--- src/rtl/ahb_bus_arbiter.sv ---
// Round-robin, burst-aware AHB arbiter. Grants are only re-decided at burst boundaries so
// fixed-length bursts and locked sequences are never split between masters.
module ahb_bus_arbiter #(
  parameter int unsigned NO_OF_MASTERS = 4,
  parameter int unsigned HMASTER_WIDTH = $clog2(NO_OF_MASTERS)
) (
  input  logic                     hclk,
  input  logic                     hresetn,
  input  logic [NO_OF_MASTERS-1:0] hbusreq,
  input  logic [NO_OF_MASTERS-1:0] hlock,
  input  logic [1:0]               htrans,
  input  logic [2:0]               hburst,
  input  logic                     hready,
  input  logic                     hresp,
  output logic [NO_OF_MASTERS-1:0] hgrant,
  output logic [HMASTER_WIDTH-1:0] hmaster,
  output logic                     hmastlock
);

  localparam logic [1:0] TransIdle   = 2'b00;
  localparam logic [1:0] TransBusy   = 2'b01;
  localparam logic [1:0] TransNonseq = 2'b10;
  localparam logic [1:0] TransSeq    = 2'b11;

  typedef enum logic [1:0] {StArb, StBurst, StUndef} state_e;

  state_e                     state_q, state_d;
  logic [4:0]                 rem_q, rem_d;
  logic [HMASTER_WIDTH-1:0]   rr_last_q;
  logic [NO_OF_MASTERS-1:0]   hgrant_q;
  logic [HMASTER_WIDTH-1:0]   hmaster_q;
  logic                       hmastlock_q;

  logic [4:0]                 burst_len;
  logic                       restart;
  logic [HMASTER_WIDTH-1:0]   owner;
  logic                       arb_point;
  logic                       found;
  logic [HMASTER_WIDTH-1:0]   winner;
  logic [HMASTER_WIDTH:0]     cand_wide;
  logic [HMASTER_WIDTH-1:0]   cand;

  // Error responses end bursts only through the master's subsequent IDLE/NONSEQ.
  logic unused_hresp;
  assign unused_hresp = hresp;

  // Beat count per hburst; 0 marks an undefined-length INCR.
  always_comb begin
    unique case (hburst)
      3'b000:         burst_len = 5'd1;
      3'b001:         burst_len = 5'd0;
      3'b010, 3'b011: burst_len = 5'd4;
      3'b100, 3'b101: burst_len = 5'd8;
      3'b110, 3'b111: burst_len = 5'd16;
      default:        burst_len = 5'd1;
    endcase
  end

  always_comb begin
    state_d = state_q;
    rem_d   = rem_q;
    restart = 1'b0;
    case (state_q)
      StBurst: begin
        if (htrans == TransSeq) begin
          rem_d = rem_q - 5'd1;
          if (rem_q == 5'd1) state_d = StArb;
        end else if (htrans != TransBusy) begin
          restart = 1'b1;
        end
      end
      StUndef: begin
        if (htrans == TransIdle) begin
          state_d = StArb;
        end else if (htrans == TransNonseq) begin
          restart = 1'b1;
        end
      end
      default: restart = 1'b1;
    endcase

    // Re-evaluate the current transfer as if no burst were in progress.
    if (restart) begin
      state_d = StArb;
      rem_d   = '0;
      if (htrans == TransNonseq) begin
        if (burst_len == 5'd0) begin
          state_d = StUndef;
        end else if (burst_len != 5'd1) begin
          state_d = StBurst;
          rem_d   = burst_len - 5'd1;
        end
      end
    end
  end

  always_comb begin
    owner = '0;
    for (int unsigned i = 0; i < NO_OF_MASTERS; i++) begin
      if (hgrant_q[i]) owner = HMASTER_WIDTH'(i);
    end
  end

  assign arb_point = (state_d == StArb) || ((state_d == StUndef) && !hbusreq[owner]);

  // Scan starts one past the last winner, so the previous winner is checked last.
  always_comb begin
    found     = 1'b0;
    winner    = rr_last_q;
    cand_wide = '0;
    cand      = '0;
    for (int unsigned k = 1; k <= NO_OF_MASTERS; k++) begin
      cand_wide = {1'b0, rr_last_q} + (HMASTER_WIDTH + 1)'(k);
      if (cand_wide >= (HMASTER_WIDTH + 1)'(NO_OF_MASTERS)) begin
        cand_wide = cand_wide - (HMASTER_WIDTH + 1)'(NO_OF_MASTERS);
      end
      cand = cand_wide[HMASTER_WIDTH-1:0];
      if (!found && hbusreq[cand]) begin
        found  = 1'b1;
        winner = cand;
      end
    end
  end

  always_ff @(posedge hclk or negedge hresetn) begin
    if (!hresetn) begin
      state_q     <= StArb;
      rem_q       <= '0;
      rr_last_q   <= '0;
      hgrant_q    <= NO_OF_MASTERS'(1);
      hmaster_q   <= '0;
      hmastlock_q <= 1'b0;
    end else if (hready) begin
      state_q     <= state_d;
      rem_q       <= rem_d;
      hmaster_q   <= owner;
      hmastlock_q <= hlock[owner];
      if (arb_point && !hlock[owner] && found) begin
        hgrant_q  <= NO_OF_MASTERS'(1) << winner;
        rr_last_q <= winner;
      end
    end
  end

  assign hgrant    = hgrant_q;
  assign hmaster   = hmaster_q;
  assign hmastlock = hmastlock_q;

endmodule

--- config.mk ---
export PLATFORM = sky130hd
export DESIGN_NAME = ahb_bus_arbiter
export DESIGN_NICKNAME = d
export VERILOG_FILES = /design/src/rtl/ahb_bus_arbiter.sv
export SDC_FILE = /design/constraint.sdc
export NUM_CORES = 1
export LEC_CHECK = 0
export ABC_AREA = 1
export CAP_MARGIN = 5
export CORE_ASPECT_RATIO = 0.9
export CORE_MARGIN = 2
export CORE_UTILIZATION = 50
export DETAILED_ROUTE_END_ITERATION = 16
export PLACE_DENSITY = 0.75
export RECOVER_POWER = 50
export SKIP_CTS_REPAIR_TIMING = 1
export SYNTH_ARGS = -nofsm -noshare
export SYNTH_HDL_FRONTEND = slang
export SYNTH_SLANG_ARGS = --single-unit
--- constraint.sdc ---
create_clock -name hclk -period 4.8 [get_ports hclk]
set_input_delay 0.72 -clock hclk [delete_from_list [all_inputs] [get_ports hclk]]
set_output_delay 0.72 -clock hclk [all_outputs]
set_load 0.005 [all_outputs]
==> impl_results.md <==
- Drc violations: 0
- Chip Height: 56.8 µm
- Multi-input logic area: 991 µm²
- Final antenna diode count: 0
- Worst vdd ir: 0.303 mV
- CP bufs+invs: 3
- Synth Cell Area: 1550 µm²
- Io pins: 24
- CP endpoint kind: flop
- Core area: 3000 µm²
- Syn Inst Count: 234
- Core Util, Final: 0.607
- FF-to-FF setup slack: 2.71 ns
- Slowest CP cell: clkdlybuf4s50_1
- Routed Wire Length: 3.13 mm
- YS warnings: 0
- Power after layout: 1.00 mW
- Clock power frac: 0.077
- Final slew viol count: 0
- Reg2reg start: state_q[0]
- Overall Global Routing Usage: 0.205
- Combinational fraction of design power: 0.670
- Hold_sp: hmaster[1]
- Initial antenna violation count: 0
- PD cells: 552 nW/µm²
- Syn Nets: 261
- P_leak: 0.957 nW
- Mean Syn Cell Area: 6.61 µm²
- Fin area: 1820 µm²
- Max H-tree Level: 1
- Fill count: 305
- Startpoint Class: input port
- Crit share post-route: 0.526
- Port Buffers: 22
- Hold Slack: 0.490 ns
- Internal power: 0.484 mW
- TritonCTS clock tree: yes
- Setup TNS: 0 ns
- Yosys reg bits: 16
- Max-cap violations: 0
- Die Width: 62.6 µm
- Most frequent cells in the layout: nand2_1 (74), inv_1 (30), nor2_1 (20), clkdlybuf4s50_1 (20), dfrtp_1 (15)
- Clock Latency Late Sink: 0.30 ns
- # nets final: 285
- Fmax achieved: 396 MHz
- Initial DRT Pass Iterations: 5
- Iter 0 DRT Violations: 59
- FF-to-FF End: rr_last_q[1]
- Max Root-Sink Buffers: 2
- Crit-path max cell delay: 0.52 ns
- DP Area: 1790 µm²
- Final min period: 2.53 ns
- Vias: 1450
- Wire per inst: 10.5 µm
- Crit-path cells: clkdlybuf4s50_1, inv_1, ha_1, inv_1, ha_1, nor3b_1, nand3_1, nand2_1, nand2_1, nand2_2, nor2_4, nand2_1, nand2_1
- Global-route wire length before repair: 5.93 mm
- Post-synthesis sequential area ratio: 0.259
- CTS root buf: clkbuf_4
- Reg area: 402 µm²
- # clock sinks: 16
- Hold path endpoint: hmaster[1]
- Worst-Margin Slew: 0.719 ns
- Die footprint: 3560 µm²
- Req. time, crit path: 5.00 ns
- Grt total ovfl: 0
- Layout Skew: 0.00214 ns
- Worst-path clk slew: 0.09 ns
- Sw Ratio: 0.517
- Layout area overhead: 17.5%
- Largest net degree at the start of global routing: 17
- Commonest non-fill, non-tap cell in the layout: nand2_1
- Min-Delay Path Depth: 2
- Sw power: 0.519 mW
- Starting Density: 0.517
- Outcome: complete, no violations
- Final hold viol count: 0
- Cell total after placement: 295
- Number of global-route vias before repair: 1343
- Critical path depth: 13
- Non-filler instance count after layout: 299
- Setup violators final: 0
- Crit-path most repeated cell: nand2_1
- Worst reg2reg path depth: 9
- Hold WC Path Type: reg2reg
- Setup WS pre-CTS: 1.94 ns
- Critical Path Fanout Max: 7
- Post-DP HPWL: 2.44 mm
- Layout cell share with drive strength beyond 1: 0.125
- Final setup margin: 2.27 ns
- Num CTS Buffers: 3
- Detail Route Antenna Nets: 0
- Unrepaired setup endpoints after global routing: no
- Vias/cell: 4.85
- Final GP Congestion: 0.866
- CP Class: in2reg
- Sequential power share: 0.253
- Cell row count: 19
- Critical path arrival: 2.72 ns
- Slew headroom: 0.519
- Library cells used by synthesis: 28
- Top cell family by delay on the critical path: simple AND/OR/NAND/NOR gates
==> state kept, by name, summed over array words and instances, names as in the netlist <==
| signal | count |
|---|---|
| hgrant | 4 |
| rr_last_q | 2 |
| hmastlock | 1 |
| rem_q | 5 |
| hmaster | 2 |
| state_q | 2 |
==> metal layers <==
layer,track usage,vias up,part of all wire
li1,-,787,-
met3,0.0441,4,0.047
met5,0,-,0
met4,0.0508,0,0.0064
met2,0.298,32,0.39
met1,0.307,627,0.55
==> cells by family (layout without fill, tap and decap cells) <==
family                   count (synthesis)  count (layout)  share of synthesized area
flip-flops                              16              16                      0.260
buffers and inverters                   37              60                      0.100
AO/OA/AOI/OAI                           36              36                      0.133
XOR/XNOR                                 1               1                    0.00566
adder cells (fa/ha/maj)                 10              10                     0.0808
AND/OR/NAND/NOR                        134             134                      0.421
==> cell usage after synthesis (all sizes together) <==
library cell	number	area, µm²
nand3b	1	7.51
o21bai	4	30.0
nor2	22	106
dfrtp	15	375
nand2	92	425
ha	10	125
a21oi	13	68.8
buf	3	27.5
o21a	1	7.51
a31oi	1	6.26
o21ai	13	65.1
dfstp	1	26.3
o211ai	1	7.51
nor3b	1	7.51
nand3	17	100
inv	34	128
o22ai	2	12.5
nor3	1	5.00
a22oi	1	7.51
xor2	1	8.76
==> worst max path at each step <==
stage	start	to
after floorplan	hburst[2]	rr_last_q[0]
after global routing	hburst[2]	hgrant[2]
after global placement	hburst[2]	hgrant[3]
final	hburst[2]	hgrant[3]
after CTS	hburst[2]	hgrant[3]
after detailed placement	hburst[2]	hgrant[3]
==> area by class of cell <==
cell class | count | share of cell area
Clock buffer | 4 | 0.0144
Sequential cell | 16 | 0.221
Multi-Input combinational cell | 181 | 0.545
Tap cell | 42 | 0.0289
Inverter | 34 | 0.0702
Timing Repair Buffer | 22 | 0.121
==> tightest hold or removal path, delay by kind of cell (launching register included) <==
kind               cells  cell delay [ns]
AOI/OAI and AO/OA      1             0.06
and+or+nand+nor        1             0.05
DFF                    1             0.35
==> power groups by stage <==
stage               Combinational, mW  Sequential [mW]  Clock, mW
finish                          0.672            0.254     0.0777
global route                    0.780            0.264     0.0866
CTS                             0.674            0.254     0.0806
detailed placement              0.670            0.256          0
global placement                0.661            0.257          0
floorplan                       0.544            0.232          0
(Power assumes the default switching activity.)
